===== config.mk =====
export PLATFORM = sky130hd
export DESIGN_NAME = arp_recv
export DESIGN_NICKNAME = d
export VERILOG_FILES = /design/src/rtl/arp_pkg.sv /design/src/rtl/crc32_d8.sv /design/src/rtl/arp_recv.sv
export SDC_FILE = /design/constraint.sdc
export NUM_CORES = 1
export LEC_CHECK = 0
export CORE_MARGIN = 2
export CORE_UTILIZATION = 50
export CTS_BUF_LIST = sky130_fd_sc_hd__clkbuf_4
export DETAILED_ROUTE_END_ITERATION = 6
export PLACE_DENSITY_LB_ADDON = 0.25
export SYNTH_ARGS = -nofsm -noshare
export SYNTH_HDL_FRONTEND = slang
export SYNTH_SLANG_ARGS = --single-unit

===== constraint.sdc =====
create_clock -name gmii_clk -period 2.9 [get_ports gmii_clk]
set_clock_uncertainty 0.05 [all_clocks]
set_input_delay 0.29 -clock gmii_clk [delete_from_list [all_inputs] [get_ports gmii_clk]]
set_output_delay 0.29 -clock gmii_clk [all_outputs]
set_load 0.05 [all_outputs]

===== src/rtl/arp_pkg.sv =====
// Shared constants and types for the GMII receive-side ARP parser.
// Byte offsets count from the first destination-MAC byte after the SFD.
package arp_pkg;

  typedef enum logic [2:0] {
    ST_IDLE,
    ST_PREAMBLE,
    ST_ETH_HDR,
    ST_ARP_BODY,
    ST_TAIL,
    ST_DROP
  } arp_state_e;

  localparam int unsigned CNT_W = 11;
  typedef logic [CNT_W-1:0] cnt_t;

  localparam logic [15:0] ETH_TYPE_ARP   = 16'h0806;
  localparam logic [15:0] ARP_HTYPE_ETH  = 16'h0001;
  localparam logic [15:0] ARP_PTYPE_IPV4 = 16'h0800;
  localparam logic [7:0]  ARP_HLEN_ETH   = 8'h06;
  localparam logic [7:0]  ARP_PLEN_IPV4  = 8'h04;
  localparam logic [15:0] ARP_OP_REQ     = 16'h0001;
  localparam logic [15:0] ARP_OP_REPLY   = 16'h0002;

  localparam logic [7:0]  PREAMBLE_BYTE  = 8'h55;
  localparam logic [7:0]  SFD            = 8'hD5;
  localparam logic [7:0]  BCAST_BYTE     = 8'hFF;
  localparam logic [2:0]  PREAMBLE_MAX   = 3'd7;

  localparam logic [31:0] CRC_INIT       = 32'hFFFF_FFFF;
  localparam logic [31:0] CRC_POLY_REF   = 32'hEDB8_8320;
  localparam logic [31:0] CRC_RESIDUE    = 32'hDEBB_20E3;

  localparam cnt_t ETH_MIN_BYTES = 11'd64;

  localparam cnt_t OFF_DST     = 11'd0;
  localparam cnt_t OFF_SRC     = 11'd6;
  localparam cnt_t OFF_TYPE    = 11'd12;
  localparam cnt_t OFF_HTYPE   = 11'd14;
  localparam cnt_t OFF_PTYPE   = 11'd16;
  localparam cnt_t OFF_HLEN    = 11'd18;
  localparam cnt_t OFF_PLEN    = 11'd19;
  localparam cnt_t OFF_OPER    = 11'd20;
  localparam cnt_t OFF_SHA     = 11'd22;
  localparam cnt_t OFF_SPA     = 11'd28;
  localparam cnt_t OFF_THA     = 11'd32;
  localparam cnt_t OFF_TPA     = 11'd38;
  localparam cnt_t OFF_ARP_END = 11'd41;

  // Big-endian byte of a 16-bit field: even offset is the high byte.
  function automatic logic [7:0] be_byte16(input logic [15:0] v, input logic lo);
    return lo ? v[7:0] : v[15:8];
  endfunction

endpackage


===== src/rtl/crc32_d8.sv =====
// Byte-wide reflected CRC-32 (Ethernet FCS) with its state register.
// Shared between the GMII receive and transmit paths.
module crc32_d8
  import arp_pkg::*;
(
  input  logic        clk_i,
  input  logic        rst_i,
  input  logic        clear_i,
  input  logic        enable_i,
  input  logic [7:0]  data_i,
  output logic [31:0] crc_o
);

  logic [31:0] crc_q, crc_d;

  function automatic logic [31:0] crc_next(input logic [31:0] c, input logic [7:0] d);
    logic [31:0] r;
    r = c;
    for (int unsigned i = 0; i < 8; i++) begin
      if (r[0] ^ d[i]) r = {1'b0, r[31:1]} ^ CRC_POLY_REF;
      else             r = {1'b0, r[31:1]};
    end
    return r;
  endfunction

  always_comb begin
    crc_d = crc_q;
    if (clear_i)       crc_d = CRC_INIT;
    else if (enable_i) crc_d = crc_next(crc_q, data_i);
  end

  always_ff @(posedge clk_i) begin
    if (rst_i) crc_q <= CRC_INIT;
    else       crc_q <= crc_d;
  end

  assign crc_o = crc_q;

endmodule


===== src/rtl/arp_recv.sv =====
// GMII receive-side ARP parser: validates framing, header, ARP body, length
// and FCS, then strobes the sender MAC/IP and opcode of frames for local_ip.
module arp_recv
  import arp_pkg::*;
#(
  parameter int CHECK_FCS = 1,
  parameter int MAX_BYTES = 1518
) (
  input  logic        gmii_clk,
  input  logic        rst,
  input  logic        gmii_rx_dv,
  input  logic        gmii_rx_er,
  input  logic [7:0]  gmii_rx_data,
  input  logic [47:0] local_mac,
  input  logic [31:0] local_ip,
  output logic        arp_valid,
  output logic [15:0] arp_opcode,
  output logic [47:0] arp_src_mac,
  output logic [31:0] arp_src_ip,
  output logic        arp_err
);

  localparam cnt_t MAX_CNT = cnt_t'((MAX_BYTES > 2047) ? 2047 : MAX_BYTES);

  logic       dv_q, dv_prev_q, er_q;
  logic [7:0] data_q;

  arp_state_e  state_q, state_d;
  logic [2:0]  pre_cnt_q, pre_cnt_d;
  cnt_t        byte_cnt_q, byte_cnt_d;
  logic        bcast_q, bcast_d, ucast_q, ucast_d;
  logic        er_seen_q, er_seen_d;
  logic [15:0] oper_q, oper_d;
  logic [47:0] sha_q, sha_d;
  logic [31:0] spa_q, spa_d;
  logic        pass_q, pass_d, fail_q, fail_d;

  logic        valid_q, valid_d, err_q, err_d;
  logic [15:0] opcode_q, opcode_d;
  logic [47:0] src_mac_q, src_mac_d;
  logic [31:0] src_ip_q, src_ip_d;

  logic        crc_clr, crc_en, crc_ok;
  logic [31:0] crc_q;
  logic [47:0] mac_sh;
  logic [31:0] ip_sh;
  logic [1:0]  tpa_idx;
  cnt_t        byte_inc;
  logic        mismatch, frame_ok;

  crc32_d8 u_crc (
    .clk_i    (gmii_clk),
    .rst_i    (rst),
    .clear_i  (crc_clr),
    .enable_i (crc_en),
    .data_i   (data_q),
    .crc_o    (crc_q)
  );

  // dv history resets high so a frame already on the wire is not mistaken for a start.
  always_ff @(posedge gmii_clk) begin
    if (rst) begin
      dv_q      <= 1'b1;
      dv_prev_q <= 1'b1;
      er_q      <= 1'b0;
      data_q    <= '0;
    end else begin
      dv_q      <= gmii_rx_dv;
      dv_prev_q <= dv_q;
      er_q      <= gmii_rx_er;
      data_q    <= gmii_rx_data;
    end
  end

  always_comb begin
    state_d    = state_q;
    pre_cnt_d  = pre_cnt_q;
    byte_cnt_d = byte_cnt_q;
    bcast_d    = bcast_q;
    ucast_d    = ucast_q;
    er_seen_d  = er_seen_q;
    oper_d     = oper_q;
    sha_d      = sha_q;
    spa_d      = spa_q;
    pass_d     = 1'b0;
    fail_d     = 1'b0;
    crc_clr    = 1'b0;
    crc_en     = 1'b0;
    mismatch   = 1'b0;
    frame_ok   = 1'b0;
    mac_sh     = local_mac << {byte_cnt_q[2:0], 3'b000};
    tpa_idx    = byte_cnt_q[1:0] - 2'd2;
    ip_sh      = local_ip << {tpa_idx, 3'b000};
    byte_inc   = (byte_cnt_q == '1) ? byte_cnt_q : byte_cnt_q + 1'b1;
    crc_ok     = (crc_q == CRC_RESIDUE) || (CHECK_FCS == 0);

    case (state_q)
      ST_IDLE: begin
        if (dv_q && !dv_prev_q) begin
          if (!er_q && data_q == PREAMBLE_BYTE) begin
            state_d   = ST_PREAMBLE;
            pre_cnt_d = 3'd1;
          end else begin
            state_d = ST_DROP;
          end
        end
      end

      ST_PREAMBLE: begin
        if (!dv_q) begin
          state_d = ST_IDLE;
        end else if (er_q) begin
          state_d = ST_DROP;
        end else if (data_q == PREAMBLE_BYTE) begin
          if (pre_cnt_q == PREAMBLE_MAX) state_d = ST_DROP;
          else                           pre_cnt_d = pre_cnt_q + 3'd1;
        end else if (data_q == SFD) begin
          state_d    = ST_ETH_HDR;
          byte_cnt_d = '0;
          crc_clr    = 1'b1;
          bcast_d    = 1'b1;
          ucast_d    = 1'b1;
          er_seen_d  = 1'b0;
        end else begin
          state_d = ST_DROP;
        end
      end

      ST_ETH_HDR: begin
        if (!dv_q) begin
          state_d = ST_IDLE;
        end else if (er_q || byte_cnt_q >= MAX_CNT) begin
          state_d = ST_DROP;
        end else begin
          crc_en     = 1'b1;
          byte_cnt_d = byte_inc;
          // Broadcast and unicast matches are tracked in parallel; drop once both fail.
          if (byte_cnt_q < OFF_SRC) begin
            bcast_d  = bcast_q && (data_q == BCAST_BYTE);
            ucast_d  = ucast_q && (data_q == mac_sh[47:40]);
            mismatch = !(bcast_d || ucast_d);
          end else if (byte_cnt_q >= OFF_TYPE) begin
            mismatch = data_q != be_byte16(ETH_TYPE_ARP, byte_cnt_q[0]);
          end
          if (mismatch)                               state_d = ST_DROP;
          else if (byte_cnt_q == OFF_HTYPE - 11'd1)   state_d = ST_ARP_BODY;
        end
      end

      ST_ARP_BODY: begin
        if (!dv_q) begin
          state_d = ST_IDLE;
        end else if (er_q || byte_cnt_q >= MAX_CNT) begin
          state_d = ST_DROP;
        end else begin
          crc_en     = 1'b1;
          byte_cnt_d = byte_inc;
          if (byte_cnt_q < OFF_PTYPE) begin
            mismatch = data_q != be_byte16(ARP_HTYPE_ETH, byte_cnt_q[0]);
          end else if (byte_cnt_q < OFF_HLEN) begin
            mismatch = data_q != be_byte16(ARP_PTYPE_IPV4, byte_cnt_q[0]);
          end else if (byte_cnt_q == OFF_HLEN) begin
            mismatch = data_q != ARP_HLEN_ETH;
          end else if (byte_cnt_q == OFF_PLEN) begin
            mismatch = data_q != ARP_PLEN_IPV4;
          end else if (byte_cnt_q < OFF_SHA) begin
            oper_d = {oper_q[7:0], data_q};
            if (byte_cnt_q == OFF_OPER) mismatch = data_q != ARP_OP_REQ[15:8];
            else mismatch = !(data_q == ARP_OP_REQ[7:0] || data_q == ARP_OP_REPLY[7:0]);
          end else if (byte_cnt_q < OFF_SPA) begin
            sha_d = {sha_q[39:0], data_q};
          end else if (byte_cnt_q < OFF_THA) begin
            spa_d = {spa_q[23:0], data_q};
          end else if (byte_cnt_q >= OFF_TPA) begin
            mismatch = data_q != ip_sh[31:24];
          end
          if (mismatch)                         state_d = ST_DROP;
          else if (byte_cnt_q == OFF_ARP_END)   state_d = ST_TAIL;
        end
      end

      ST_TAIL: begin
        if (!dv_q) begin
          frame_ok = (byte_cnt_q >= ETH_MIN_BYTES) && crc_ok && !er_seen_q;
          pass_d   = frame_ok;
          fail_d   = !frame_ok;
          state_d  = ST_IDLE;
        end else if (byte_cnt_q >= MAX_CNT) begin
          state_d = ST_DROP;
        end else begin
          crc_en     = 1'b1;
          byte_cnt_d = byte_inc;
          if (er_q) er_seen_d = 1'b1;
        end
      end

      ST_DROP: begin
        if (!dv_q) state_d = ST_IDLE;
      end

      default: state_d = ST_IDLE;
    endcase
  end

  // Verdict is registered once, then published; this gives the fixed two-cycle strobe latency.
  always_comb begin
    valid_d   = pass_q;
    err_d     = fail_q;
    opcode_d  = pass_q ? oper_q : opcode_q;
    src_mac_d = pass_q ? sha_q  : src_mac_q;
    src_ip_d  = pass_q ? spa_q  : src_ip_q;
  end

  always_ff @(posedge gmii_clk) begin
    if (rst) begin
      state_q    <= ST_IDLE;
      pre_cnt_q  <= '0;
      byte_cnt_q <= '0;
      bcast_q    <= 1'b0;
      ucast_q    <= 1'b0;
      er_seen_q  <= 1'b0;
      oper_q     <= '0;
      sha_q      <= '0;
      spa_q      <= '0;
      pass_q     <= 1'b0;
      fail_q     <= 1'b0;
      valid_q    <= 1'b0;
      err_q      <= 1'b0;
      opcode_q   <= '0;
      src_mac_q  <= '0;
      src_ip_q   <= '0;
    end else begin
      state_q    <= state_d;
      pre_cnt_q  <= pre_cnt_d;
      byte_cnt_q <= byte_cnt_d;
      bcast_q    <= bcast_d;
      ucast_q    <= ucast_d;
      er_seen_q  <= er_seen_d;
      oper_q     <= oper_d;
      sha_q      <= sha_d;
      spa_q      <= spa_d;
      pass_q     <= pass_d;
      fail_q     <= fail_d;
      valid_q    <= valid_d;
      err_q      <= err_d;
      opcode_q   <= opcode_d;
      src_mac_q  <= src_mac_d;
      src_ip_q   <= src_ip_d;
    end
  end

  assign arp_valid   = valid_q;
  assign arp_err     = err_q;
  assign arp_opcode  = opcode_q;
  assign arp_src_mac = src_mac_q;
  assign arp_src_ip  = src_ip_q;

endmodule


# Word level (Yosys, flattened, before mapping)
# Cells that the tools add are included.
totals:
  register_bits: 259
  input_bits: 92
  output_inout_bits: 98
  elab_cells: 246
op_classes:
  add_sub_neg: 3
  magnitude_cmp: 10
  eq_ne: 46
  n_shift: 2
  muxes: 108
  bitwise: 24
  reduce_logical: 32
ops:
  columns: ["op", "count"]
  rows:
  - ["$mux 32", 22]
  - ["$not 13->14", 8]
  - ["$mux 11", 9]
  - ["$mux 3", 24]
  - ["$shl 48x6->48", 1]
  - ["$lt 11x5->1 const B", 4]
  - ["$mux 1", 44]
  - ["$eq 11x5->1 const B", 3]
  - ["$pmux 11 s3", 1]
  - ["$eq 32x32->1 const B", 1]
  - ["$ne 2x2->1 const B", 16]
  - ["$shl 32x5->32", 1]
  - ["$reduce_and 8->1", 3]
  - ["$pmux 3 s6", 1]
  - ["$reduce_and 9->1", 2]
  - ["$eq 8x8->1 const B", 2]
  - ["$ne 8x3->1 const B", 2]
  - ["$ne 8x4->1", 2]
  - ["$ne 5x5->1 const B", 3]
  - ["$add 11x1->11 const B", 1]
  - ["$eq 11x11->1 const B", 1]
  - ["$eq 11x4->1 const B", 1]
  - ["$eq 11x6->1 const B", 1]
  - ["$ge 11x11->1 const B", 1]
  - ["other kinds (35)", 71]

# Logic depth before layout (Yosys ltp)
# Gate-level depths: netlist of the first run.
logic_depth:
  word_depth: 33
  depth_mapped: 13
  ltp_nobuf: 10

# Modules after synthesis
# Synthesis of the first run repeated with hierarchy kept, for this count alone.
hier_totals:
  cells_unflattened: 1280
  hier_area_um2: 11507.3
modules_own_cells:
  columns: ["module", "instances", "cells_each", "area_each_um2", "seq_area_each_um2"]
  rows:
  - ["arp_recv", 1, 1086, 9655.5, 4544.4]
  - ["crc32_d8", 1, 194, 1851.8, 640.6]

# Least setup slack after synthesis of the first run
# Ideal clock, no wire load.
synth_timing:
  path_type: "reg-to-reg"
  start: "register byte_cnt_q[1]"
  end: "register state_q[2]"
  setup_time_ns: 0.073
  arrival_time_ns: 2.888
  required_time_ns: 2.777
  path_slack_ns: -0.111
  stages_incl_launch_ff: 14
  path_buffers: 3
  period_less_slack_ns: 3.011
  cell_sequence: "dfxtp_1 clkbuf_1 buf_2 buf_2 inv_1 ha_1 and4b_1 or4b_1 nor4_1 or3_1 a31oi_1 or4_4 a311o_1 o211ai_2"
synth_via:
  elab_chain_len: 18
  elab_cells_between_ends: 51
  classes_between: "1 x add/sub; 9 x order compare; 10 x eq/ne; 2 x shift; 24 x mux; 5 x reduce/logical"
synth_lines:
  columns: ["element", "line", "text"]
  rows:
  - ["start, declared", "arp_recv.sv:30", "cnt_t byte_cnt_q, byte_cnt_d;"]
  - ["start signal, assigned", "arp_recv.sv:235", "byte_cnt_q <= byte_cnt_d;"]
  - ["$sub 2x2->2", "arp_recv.sv:92", "tpa_idx = byte_cnt_q[1:0] - 2'd2;"]
  - ["$shl 32x5->32", "arp_recv.sv:93", "ip_sh = local_ip << {tpa_idx, 3'b000};"]
  - ["$ne 8x8->1", "arp_recv.sv:175", "mismatch = data_q != ip_sh[31:24];"]
  - ["$mux 1", "arp_recv.sv:174", "end else if (byte_cnt_q >= OFF_TPA) begin"]
  - ["$mux 1", "arp_recv.sv:172", "end else if (byte_cnt_q < OFF_THA) begin"]
  - ["$mux 1", "arp_recv.sv:170", "end else if (byte_cnt_q < OFF_SPA) begin"]
  - ["$mux 1", "arp_recv.sv:166", "end else if (byte_cnt_q < OFF_SHA) begin"]
  - ["$mux 1", "arp_recv.sv:164", "end else if (byte_cnt_q == OFF_PLEN) begin"]
  - ["(+2 left out)", null, null]
  - ["$mux 1", "arp_recv.sv:158", "if (byte_cnt_q < OFF_PTYPE) begin"]
  - ["$mux 1", "arp_recv.sv:153", "end else if (er_q || byte_cnt_q >= MAX_CNT) begin"]
  - ["$mux 1", "arp_recv.sv:151", "if (!dv_q) begin"]
  - ["$mux 1", "arp_recv.sv:97", "case (state_q)"]
  - ["$mux 3", "arp_recv.sv:177", "if (mismatch) state_d = ST_DROP;"]
  - ["$mux 3", "arp_recv.sv:153", null]
  - ["$mux 3", "arp_recv.sv:151", null]
  - ["$pmux 3 s6", "arp_recv.sv:97", null]
  - ["end signal, assigned", "arp_recv.sv:233", "state_q <= state_d;"]
  - ["end, declared", "arp_recv.sv:28", "arp_state_e state_q, state_d;"]
# Parallel ways exist; a longest one is shown, timed or not. The select of a mux whose other input is x is not followed.
# A chain may end at the register's enable or synchronous reset.

# Worst setup path after layout of the first run
layout_timing:
  start: "register byte_cnt_q[0]"
  end: "register state_q[2]"
# Same word-level chain as after synthesis.

==> summary.txt, run 1 <==
Logic synthesis
  • Synth Area in Simple Gates: around 18%
  • EDFF count, synth: 0
  • Synth warn: 0
  • Synth Instances: roughly 1200
  • Main area contributors after synthesis: dfxtp_1, mux2i_1, nand2_1
  • Compound-cell area share of the yosys netlist: between 10% and 20%
  • Synthesized flop and latch total: 259
  • Main combinational cell family by area after synthesis: simple AND/OR/NAND/NOR gates
  • Mux cell area share after synthesis: 13.8%
  • Most frequent cell after synthesis: dfxtp_1
  • Post-Synth XOR/XNOR Area: 7.19%
  • Syn nets: 1345
  • Sequential-to-total area share from yosys stat: a little under half
  • Synth top area share: 46.3%
  • Synth Area in Adders: 0.558%
  • Number of distinct library cells after synthesis: 62
  • Commonest cells in the netlist: dfxtp_1, nand2_1, nor2_1
  • Post-synth top area cell: dfxtp_1
  • Post-Synthesis Cell Area: 11200 um2
  • Syn avg cell area: 8.98 um2
  • Synth Flop Type: dfxtp_1
  • Synth async-reset ratio: 0%

Global routing
  • GRT Total Usage: a little under a quarter
  • First-pass GRT wire length: approximately 47000 um
  • Pin count of the biggest net entering global routing: 168
  • Initial antenna violation count: 1
  • Number of global-route vias before repair: 9389
  • Grt total ovfl: 0

Route
  • DRT Pass-1 Iters: 5
  • Vias per inst: 5.37
  • Post-route ant nets: 0
  • WL/cell: about 16 um
  • DRC violation total after the first TritonRoute iteration: around 550
  • Routed WL: 28700 um
  • DR DRC count: 0
  • DR vias: 9721

Finish
  • Fill count: 1817
  • Finished Cell Area: 14600 um2
  • FF+latch area: 5190 um2
  • Nets: roughly 1600
  • Multi-input logic area: 5710 um2
  • Layout cells sized above 1: a little over an eighth
  • Area growth syn-to-layout: 30.6%

Clock tree
  • Clock-pin slew on the worst setup and hold paths: 0.06 ns
  • CTS H-tree lvls: 3
  • Num CTS Buffers: just under 70
  • Root cell of the clock tree: clkbuf_4
  • Clock tree sinks: 259
  • CTS max path bufs: 3
  • CTS tree: yes
  • Worst skew pair latency: around 0.67 ns

Floorplan
  • Die width: 154 um
  • Starting Density: between 50% and 60%
  • Overall die area: 23600 um2
  • Die Ht: ~150 um
  • Boundary pin count: 190
  • Rows: 54
  • Core Area: 21900 um2

Timing
  • Final WS setup: 0.0369 ns
  • Pins Over Slew Limit: 0
  • Final number of hold-violating endpoints: 0
  • Minimum clock period: 2.86 ns
  • Crit share post-route: 98.7%
  • RSZ-0062 raised after global routing: true
  • Final hold slack: 0.128 ns
  • Endpoints failing setup: 0
  • Maximum clock rate: 349 MHz
  • Worst slew pin tran: roughly 0.97 ns
  • Rel. slew slack: 35.1%

Placed design
  • Pre-CTS setup slack: -0.0535 ns
  • Port Buffers: 189
  • DP Area: 13700 um2
  • Hpwl dp: 19500 um
  • GPL Wtd Cong: 0.892

Worst setup path
  • Reg2reg path depth: 10
  • Worst-path maximum fanout: 14
  • Setup slack, reg-to-reg: 0.04 ns
  • RR Startpoint: byte_cnt_q[0]$_SDFFE_PP0P_
  • Worst Path Required: 3.44 ns
  • Crit end category: register
  • Type of origin of the critical path: register
  • FF-to-FF End: state_q[2]$_SDFFE_PP0P_
  • Crit path kind: register to register
  • Crit path DAT: 3.41 ns

Power and ir drop
  • VDD IR max: between 0.4 and 0.5 mV
  • LEAKAGE: between 0.005 and 0.006 uW
  • Pwr/cell area: 721 nW/um2

Worst hold path
  • Hold Crit Start: gmii_rx_data[3]
  • Hold Crit Class: input pin to register
  • Worst hold path endpoint: data_q[3]$_SDFF_PP0_
  • Hold Crit Depth: 2

Outcome
  • Outcome: completed

Flow run
  • Max-cap violations: 0
==> cell usage in the layout (no fill, tap or decap), types with 6 or more instances in the layout <==
master           synthesis  final
nand2_1                212    212
mux2i_1                129    129
clkbuf_4                 0     95
a211oi_1                 8      7
nand3_1                 10      9
nor3_1                   7      7
buf_4                    0     49
clkinv_1                 1     17
clkdlybuf4s50_1          0    188
mux4_2                  11     11
nand2b_1                11     11
a21oi_1                 96     96
dfxtp_1                259    254
nand4_1                 15     15
or3_1                    8      7
nor2_1                 145    145
o21ai_0                 16     15
buf_12                   0     10
xnor2_1                 65     65
nand4b_1                 6      6
o211ai_1                34     34
xor2_1                  27     27
nor2b_1                 18     18
==> worst max-delay path, cell delays in order, from the launching register on <==
cell and delay, ns:
dfxtp_2 0.35, buf_12 0.15, buf_4 0.12, mux4_2 0.49
xnor2_1 0.14, nand4_1 0.13, o22ai_1 0.30, a31oi_4 0.12
or4_4 0.57, a311o_1 0.30, o211ai_2 0.06
==> repair_timing <==
action | CTS | global route
setup endpoints to repair | 1 | 3
setup buffers | 0 | 4
hold buffers | 1 | 0
gates resized for setup | 2 | 15
endpoints found under the hold margin | 40 | 0
cloned | 0 | 1
pin swaps | 2 | 5
==> power breakdown <==
group | internal, uW | switching (uW)
logic | 1660 | 1740
clock network | 1620 | 1460
registers | 3810 | 257
total | 7090 | 3460
==> state kept, by name, summed over array words and instances, names as in the netlist, 8 cells and up <==
register,count
spa_q,32
arp_src_mac,48
arp_src_ip,32
oper_q,16
data_q,8
byte_cnt_q,11
u_crc.crc_o,32
arp_opcode,16
sha_q,48
==> how the worst max path moves through the flow <==
stage / end / start / cells after the start / slack (ns)
after floorplan: state_q[2]$_SDFFE_PP0P_ / byte_cnt_q[1]$_SDFFE_PP0P_ / 13 / -0.01
after global placement: state_q[2]$_SDFFE_PP0P_ / byte_cnt_q[1]$_SDFFE_PP0P_ / 11 / 0.009
after detailed placement: state_q[2]$_SDFFE_PP0P_ / byte_cnt_q[7]$_SDFFE_PP0P_ / 8 / -0.05
after CTS: state_q[2]$_SDFFE_PP0P_ / byte_cnt_q[1]$_SDFFE_PP0P_ / 11 / 0.008
after global routing: state_q[2]$_SDFFE_PP0P_ / byte_cnt_q[0]$_SDFFE_PP0P_ / 10 / -0.07
final: state_q[2]$_SDFFE_PP0P_ / byte_cnt_q[0]$_SDFFE_PP0P_ / 10 / 0.04
==> cell type report <==
cell class	count	area share, %
Multi-Input combinational cell	894	39.0
Sequential cell	259	35.5
Timing Repair Buffer	251	17.1
Clock buffer	95	4.87
Tap cell	280	2.39
Clock inverter	24	0.957
Inverter	5	0.128
Antenna cell	2	0.0342
==> per-layer routing <==
metal | track usage [%] | up-vias | wire length, um
li1 | - | 4791 | -
met1 | 31.1 | 4599 | 12800
met2 | 39.4 | 275 | 13700
met3 | 4.76 | 56 | 1520
met4 | 9.13 | 0 | 702
met5 | 0 | - | 0
==> cells by family after synthesis <==
family          after synthesis
simple gates                467
flops                       259
compound gates              189
mux                         141
buf+inv                      95
xor+xnor                     92
fa+ha+maj                     5
==> through the flow <==
step                std cells  total power, uW  setup TNS (ns)  util (%)
finish                   1810            10600               0      66.9
global route             1810            11200          -0.100      66.9
CTS                      1803            10600               0      66.4
detailed placement       1683             7490         -0.0535      62.4
global placement         1683             7430               0      62.4
floorplan                1248             6650         -0.0101         -
Note: power is estimated with default switching activity, not from simulation.
==> inputs of run 2 (changes only) <==
--- a/config.mk
+++ b/config.mk
@@ -5,10 +5,12 @@
 export SDC_FILE = /design/constraint.sdc
 export NUM_CORES = 1
 export LEC_CHECK = 0
+export ABC_CLOCK_PERIOD_IN_PS = 2900
 export CORE_MARGIN = 2
 export CORE_UTILIZATION = 50
 export CTS_BUF_LIST = sky130_fd_sc_hd__clkbuf_4
 export DETAILED_ROUTE_END_ITERATION = 6
+export GPL_TIMING_DRIVEN = 0
 export PLACE_DENSITY_LB_ADDON = 0.25
 export SYNTH_ARGS = -nofsm -noshare
 export SYNTH_HDL_FRONTEND = slang
==> summary.txt, run 2 (same netlist as run 1, synthesis figures left out) <==
Placed design
  • GPL Wtd Cong: approximately 0.96
  • Hpwl dp: approximately 22000 um
  • Port Buffers: 188

Power and ir drop
  • Pwr Total: 10600 uW
  • Pwr/cell area: 722 nW/um2
  • Clk pwr share: 28.9%
  • LEAKAGE: roughly 0.0051 uW
  • VDD IR max: 0.646 mV
  • Int Pwr: 6990 uW
  • Net switching share of the total power: about a third
  • Seq pwr share: about two fifths
  • Combinational fraction of design power: 32.7%
  • Net switching power: about 3600 uW

Worst setup path
  • RR Startpoint: data_q[4]$_SDFF_PP0_
  • Crit end category: register
  • Crit path DAT: 3.47 ns
  • Worst-path maximum fanout: 4
  • Setup slack, reg-to-reg: -0.02 ns
  • FF-to-FF End: state_q[2]$_SDFFE_PP0P_
  • Worst Path Required: 3.45 ns
  • Crit path kind: register to register
  • Reg2reg path depth: 9
  • Crit path launch: data_q[4]$_SDFF_PP0_
  • Type of origin of the critical path: register

Finish
  • Nets: approximately 1600
  • Fill count: about 1800
  • Area growth syn-to-layout: 30.3%
  • Commonest non-fill, non-tap cell in the layout: dfxtp_1
  • Layout cells sized above 1: 12.5%
  • Most frequent cells in the layout: dfxtp_1, nand2_1, clkdlybuf4s50_1, nor2_1, mux2i_1

Floorplan
  • Boundary pin count: 190
  • Core Area: roughly 22000 um2
  • Starting Density: 51.2%
  • Overall die area: 23600 um2
  • Rows: 54
  • Die width: 154 um
  • Die Ht: 154 um

Global routing
  • First-pass GRT wire length: 49900 um
  • GRT Total Usage: 25.8%
  • Number of global-route vias before repair: a little under 10000
  • Grt total ovfl: 0
  • Initial antenna violation count: 1
  • Pin count of the biggest net entering global routing: 17

Worst hold path
  • Hold Crit Start: gmii_rx_data[7]
  • Hold Crit Depth: 2
  • Worst hold path endpoint: data_q[7]$_SDFF_PP0_
  • Hold Crit Class: input pin to register

Route
  • Metal3 WL: 1540 um
  • DR vias: 9931
  • DRT Pass-1 Iters: 5
  • DR DRC count: 0
  • Metal1 wirelength: approximately 14000 um
  • Post-route ant nets: 0
  • DRC violation total after the first TritonRoute iteration: 749
  • Top Layer Used: met4
  • Vias per inst: 5.40
  • Routed WL: just over 30000 um
  • Met2 routed WL: 15200 um
  • WL/cell: between 15 and 20 um

Timing
  • Final number of hold-violating endpoints: 0
  • Worst slew pin tran: about 1.1 ns
  • Minimum clock period: 2.92 ns
  • Final hold slack: 0.114 ns
  • Maximum clock rate: 342 MHz
  • Crit share post-route: 101%
  • Endpoints failing setup: 2
  • Pins Over Slew Limit: 0
  • RSZ-0062 raised after global routing: true
  • Rel. slew slack: 25.8%
  • Final WS setup: -0.0229 ns

Clock tree
  • Worst skew pair latency: 0.67 ns
  • Clock tree sinks: 259
  • CTS tree: yes
  • Clock-pin slew on the worst setup and hold paths: 0.07 ns
  • Num CTS Buffers: around 70
  • Hold_buf cts: 0
  • Root cell of the clock tree: clkbuf_4
  • CTS H-tree lvls: 3
  • CTS max path bufs: 3

Outcome
  • Outcome: finished, violations left
  • Violated checks: setup timing

Flow run
  • Max-cap violations: 0
==> run 2: changes by cell type in the layout (fill, tap and decap cells not counted), sizes merged <==
cell         previous run  this run
buf                    61        42
clkbuf                 96       155
dlygate4sd3             1         0
clkinv                 20        10
==> run 2: how the worst max path moves through the flow <==
stage                                             to
after floorplan              state_q[2]$_SDFFE_PP0P_
after global placement    byte_cnt_q[7]$_SDFFE_PP0P_
after detailed placement     state_q[2]$_SDFFE_PP0P_
after CTS                    state_q[2]$_SDFFE_PP0P_
after global routing         state_q[2]$_SDFFE_PP0P_
final                        state_q[2]$_SDFFE_PP0P_
==> run 2: area by class of cell <==
class,count,area (um2),share of cell area (%)
diodes,2,5.00,0.0343
plain buffers,85,432,2.95
clock buffers,94,706,4.83
clock inverters,14,105,0.719
inverters,5,36.3,0.248
multi-input cells,894,5750,39.4
flip-flops and latches,259,5200,35.6
well taps,280,350,2.40
repair buffers,206,2020,13.8
==> run 2: critical path, cell delays in order (launching register included) <==
cell and delay (ns):
dfxtp_2 0.32, buf_6 0.11, or4_4 0.52, or3_4 0.43, nor4_4 0.21, or3_1 0.17, a31oi_2 0.09, or4_4 0.58
a311o_1 0.31, o211ai_2 0.07
==> run 2: per-layer routing <==
layer  vias up  GRT usage (%)
li1       4848              -
met1      4748           32.7
met2       276           44.1
met3        59           4.76
met4         0           9.65
met5         -              0
==> run 2: metrics by stage <==
step,util [%],setup slack [ns],cell area (um2),TNS (ns),instances
after floorplan,-,-0.0101,11200,-0.0101,1248
after global placement,61.5,-0.428,13500,-13.25,1716
after detailed placement,61.5,-0.426,13500,-14.40,1716
after CTS,66.1,-0.0126,14500,-0.0126,1832
after global routing,66.7,-0.0967,14600,-0.491,1839
final,66.7,-0.0229,14600,-0.0284,1839
==> run 2: power by group through the flow <==
stage | clock network [uW] | registers [uW] | logic (uW)
after floorplan | 0 | 4050 | 2600
after global placement | 0 | 4120 | 3210
after detailed placement | 0 | 4120 | 3260
after CTS | 3110 | 4050 | 3350
after global routing | 3300 | 4090 | 3730
final | 3050 | 4060 | 3450
==> run 2: repair_timing <==
item,4_1_cts,5_1_grt
resized for setup,45,39
setup buffers,12,6
endpoints found under the setup margin,91,82
pin swaps,8,7
==> inputs of run 3 (changes only) <==
--- a/config.mk
+++ b/config.mk
@@ -11,6 +11,7 @@
 export CTS_BUF_LIST = sky130_fd_sc_hd__clkbuf_4
 export DETAILED_ROUTE_END_ITERATION = 6
 export GPL_TIMING_DRIVEN = 0
+export HOLD_SLACK_MARGIN = 0.12
 export PLACE_DENSITY_LB_ADDON = 0.25
 export SYNTH_ARGS = -nofsm -noshare
 export SYNTH_HDL_FRONTEND = slang
==> summary.txt, run 3 (same netlist as run 1, synthesis figures left out) <==
Finish
  • Nets: 1623
  • Area growth syn-to-layout: 30.9%
  • Layout cells sized above 1: 12.5%
  • Commonest non-fill, non-tap cell in the layout: dfxtp_1
  • Post-route insts no fill: about 1800
  • Most frequent cells in the layout: dfxtp_1, nand2_1, clkdlybuf4s50_1, nor2_1, mux2i_1

Worst setup path
  • Worst-path maximum fanout: 4
  • RR Startpoint: data_q[5]$_SDFF_PP0_
  • Most used cell along the critical path: or4_4
  • Crit path kind: register to register
  • Worst Path Required: between 3 and 4 ns
  • Crit path cell chain: buf_6 > or4_4 > or3_4 > nor4_4 > or3_1 > a31oi_2 > or4_4 > a311o_1 > o211ai_2
  • Crit path DAT: between 3 and 4 ns
  • CP max stage cell: or4_4
  • WP buf/inv: 1
  • Crit end category: register
  • CP delay by family, top: simple AND/OR/NAND/NOR gates
  • Crit path launch: data_q[5]$_SDFF_PP0_
  • Type of origin of the critical path: register
  • Worst path max stage delay: 0.58 ns

Placed design
  • Hpwl dp: 22400 um
  • Placed Cells: 1716
  • GPL Wtd Cong: about 0.96
  • Port Buffers: 188

Timing
  • Worst slew pin tran: 1.12 ns
  • Endpoints failing setup: 1
  • Final number of hold-violating endpoints: 0
  • RSZ-0062 raised after global routing: true
  • Pins Over Slew Limit: 0
  • Final hold slack: about 0.14 ns
  • Maximum clock rate: 341 MHz
  • Crit share post-route: 101%
  • Minimum clock period: 2.93 ns
  • Rel. slew slack: 24.5%
  • Final WS setup: -0.0309 ns

Flow run
  • Max-cap violations: 0

Floorplan
  • Rows: 54
  • Overall die area: about 24000 um2
  • Die width: ~150 um
  • Die Ht: 154 um
  • Starting Density: 51.2%
  • Core Area: 21900 um2
  • Boundary pin count: 190

Global routing
  • Grt total ovfl: 0
  • Grt met3 use: between 4 and 5%
  • GRT Total Usage: about a quarter
  • First-pass GRT wire length: ~50000 um
  • GR Util met2: ~44%
  • Initial antenna violation count: 1
  • Met1 global-route usage: 32.6%
  • Pin count of the biggest net entering global routing: 17
  • Most used routing layer: met2
  • Number of global-route vias before repair: slightly below 10000

Power and ir drop
  • LEAKAGE: 0.00513 uW
  • Pwr/cell area: 720 nW/um2
  • VDD IR max: 0.644 mV

Outcome
  • Outcome: finished, violations left
  • Violated checks: setup timing

Route
  • DR vias: 9959
  • DRC violation total after the first TritonRoute iteration: 688
  • WL/cell: 16.9 um
  • Routed WL: roughly 31000 um
  • DR DRC count: 0
  • Vias per inst: 5.39
  • Post-route ant nets: 0
  • DRT Pass-1 Iters: 5

Clock tree
  • CTS tree: yes
  • Clock tree sinks: 259
  • CTS H-tree lvls: 3
  • Root cell of the clock tree: clkbuf_4
  • Clock-pin slew on the worst setup and hold paths: 0.06 ns
  • Worst skew pair latency: 0.69 ns
  • Num CTS Buffers: a little under 70
  • CTS max path bufs: 3

Worst hold path
  • Hold Crit Class: input pin to register
  • Hold Crit Start: gmii_rx_data[0]
## run 3: changes by cell type in the layout (fill, tap and decap cells not counted), sizes merged
cell and change:
clkbuf -1, buf +1, dlygate4sd3 +7
## run 3: worst paths after layout
path / endpoint / slack (ns) / cells past startpoint
min: data_q[0]$_SDFF_PP0_ / 0.14 / 2
max reg2reg: state_q[2]$_SDFFE_PP0P_ / -0.03 / 9
min reg2reg: spa_q[15]$_SDFFE_PP0P_ / 0.39 / 2
max: state_q[2]$_SDFFE_PP0P_ / -0.03 / 9
## run 3: layout make-up
| cell class | count | area, um2 |
|---|---|---|
| antenna | 2 | 5.00 |
| buffer | 85 | 428 |
| clock buffer | 94 | 706 |
| clock inverter | 14 | 105 |
| fill | 1832 | 7220 |
| inverter | 5 | 36.3 |
| multi-input combinational | 894 | 5750 |
| sequential | 259 | 5200 |
| tap | 280 | 350 |
| timing repair buffer | 213 | 2090 |
## run 3: timing repair
item,CTS,global route
pin swaps,8,9
buffers inserted,12,6
resized for setup,45,38
setup endpoints to repair,91,82
hold endpoints to repair,7,0
hold buffers,7,0
## run 3: power by group
part	internal [uW]	total, uW	switching [uW]
combinational	1590	3460	1860
sequential	3810	4060	246
clock	1590	3050	1470
## run 3: layer usage
layer / vias to the layer above / share of wire, %
li1: 4855 / -
met1: 4754 / 44
met2: 290 / 49
met3: 60 / 5.1
met4: 0 / 2.3
met5: - / 0
## run 3: per-stage QoR
| stage | setup WS (ns) | cell area, um2 | setup TNS, ns | power, uW | utilization (%) |
|---|---|---|---|---|---|
| after global placement | -0.428 | 13500 | -13.25 | 7330 | 61.5 |
| after CTS | -0.0126 | 14500 | -0.0126 | 10500 | 66.4 |
| after detailed placement | -0.426 | 13500 | -14.40 | 7390 | 61.5 |
| after global routing | -0.0968 | 14700 | -0.375 | 11100 | 67.0 |
| final | -0.0309 | 14700 | -0.0309 | 10600 | 67.0 |
| after floorplan | -0.0101 | 11200 | -0.0101 | 6650 | - |
## run 3: worst register-to-register path: stages, from the launching register on
cell,delay (ns)
dfxtp_1,0.31
buf_6,0.11
or4_4,0.52
or3_4,0.43
nor4_4,0.21
or3_1,0.16
a31oi_2,0.10
or4_4,0.58
a311o_1,0.30
o211ai_2,0.07
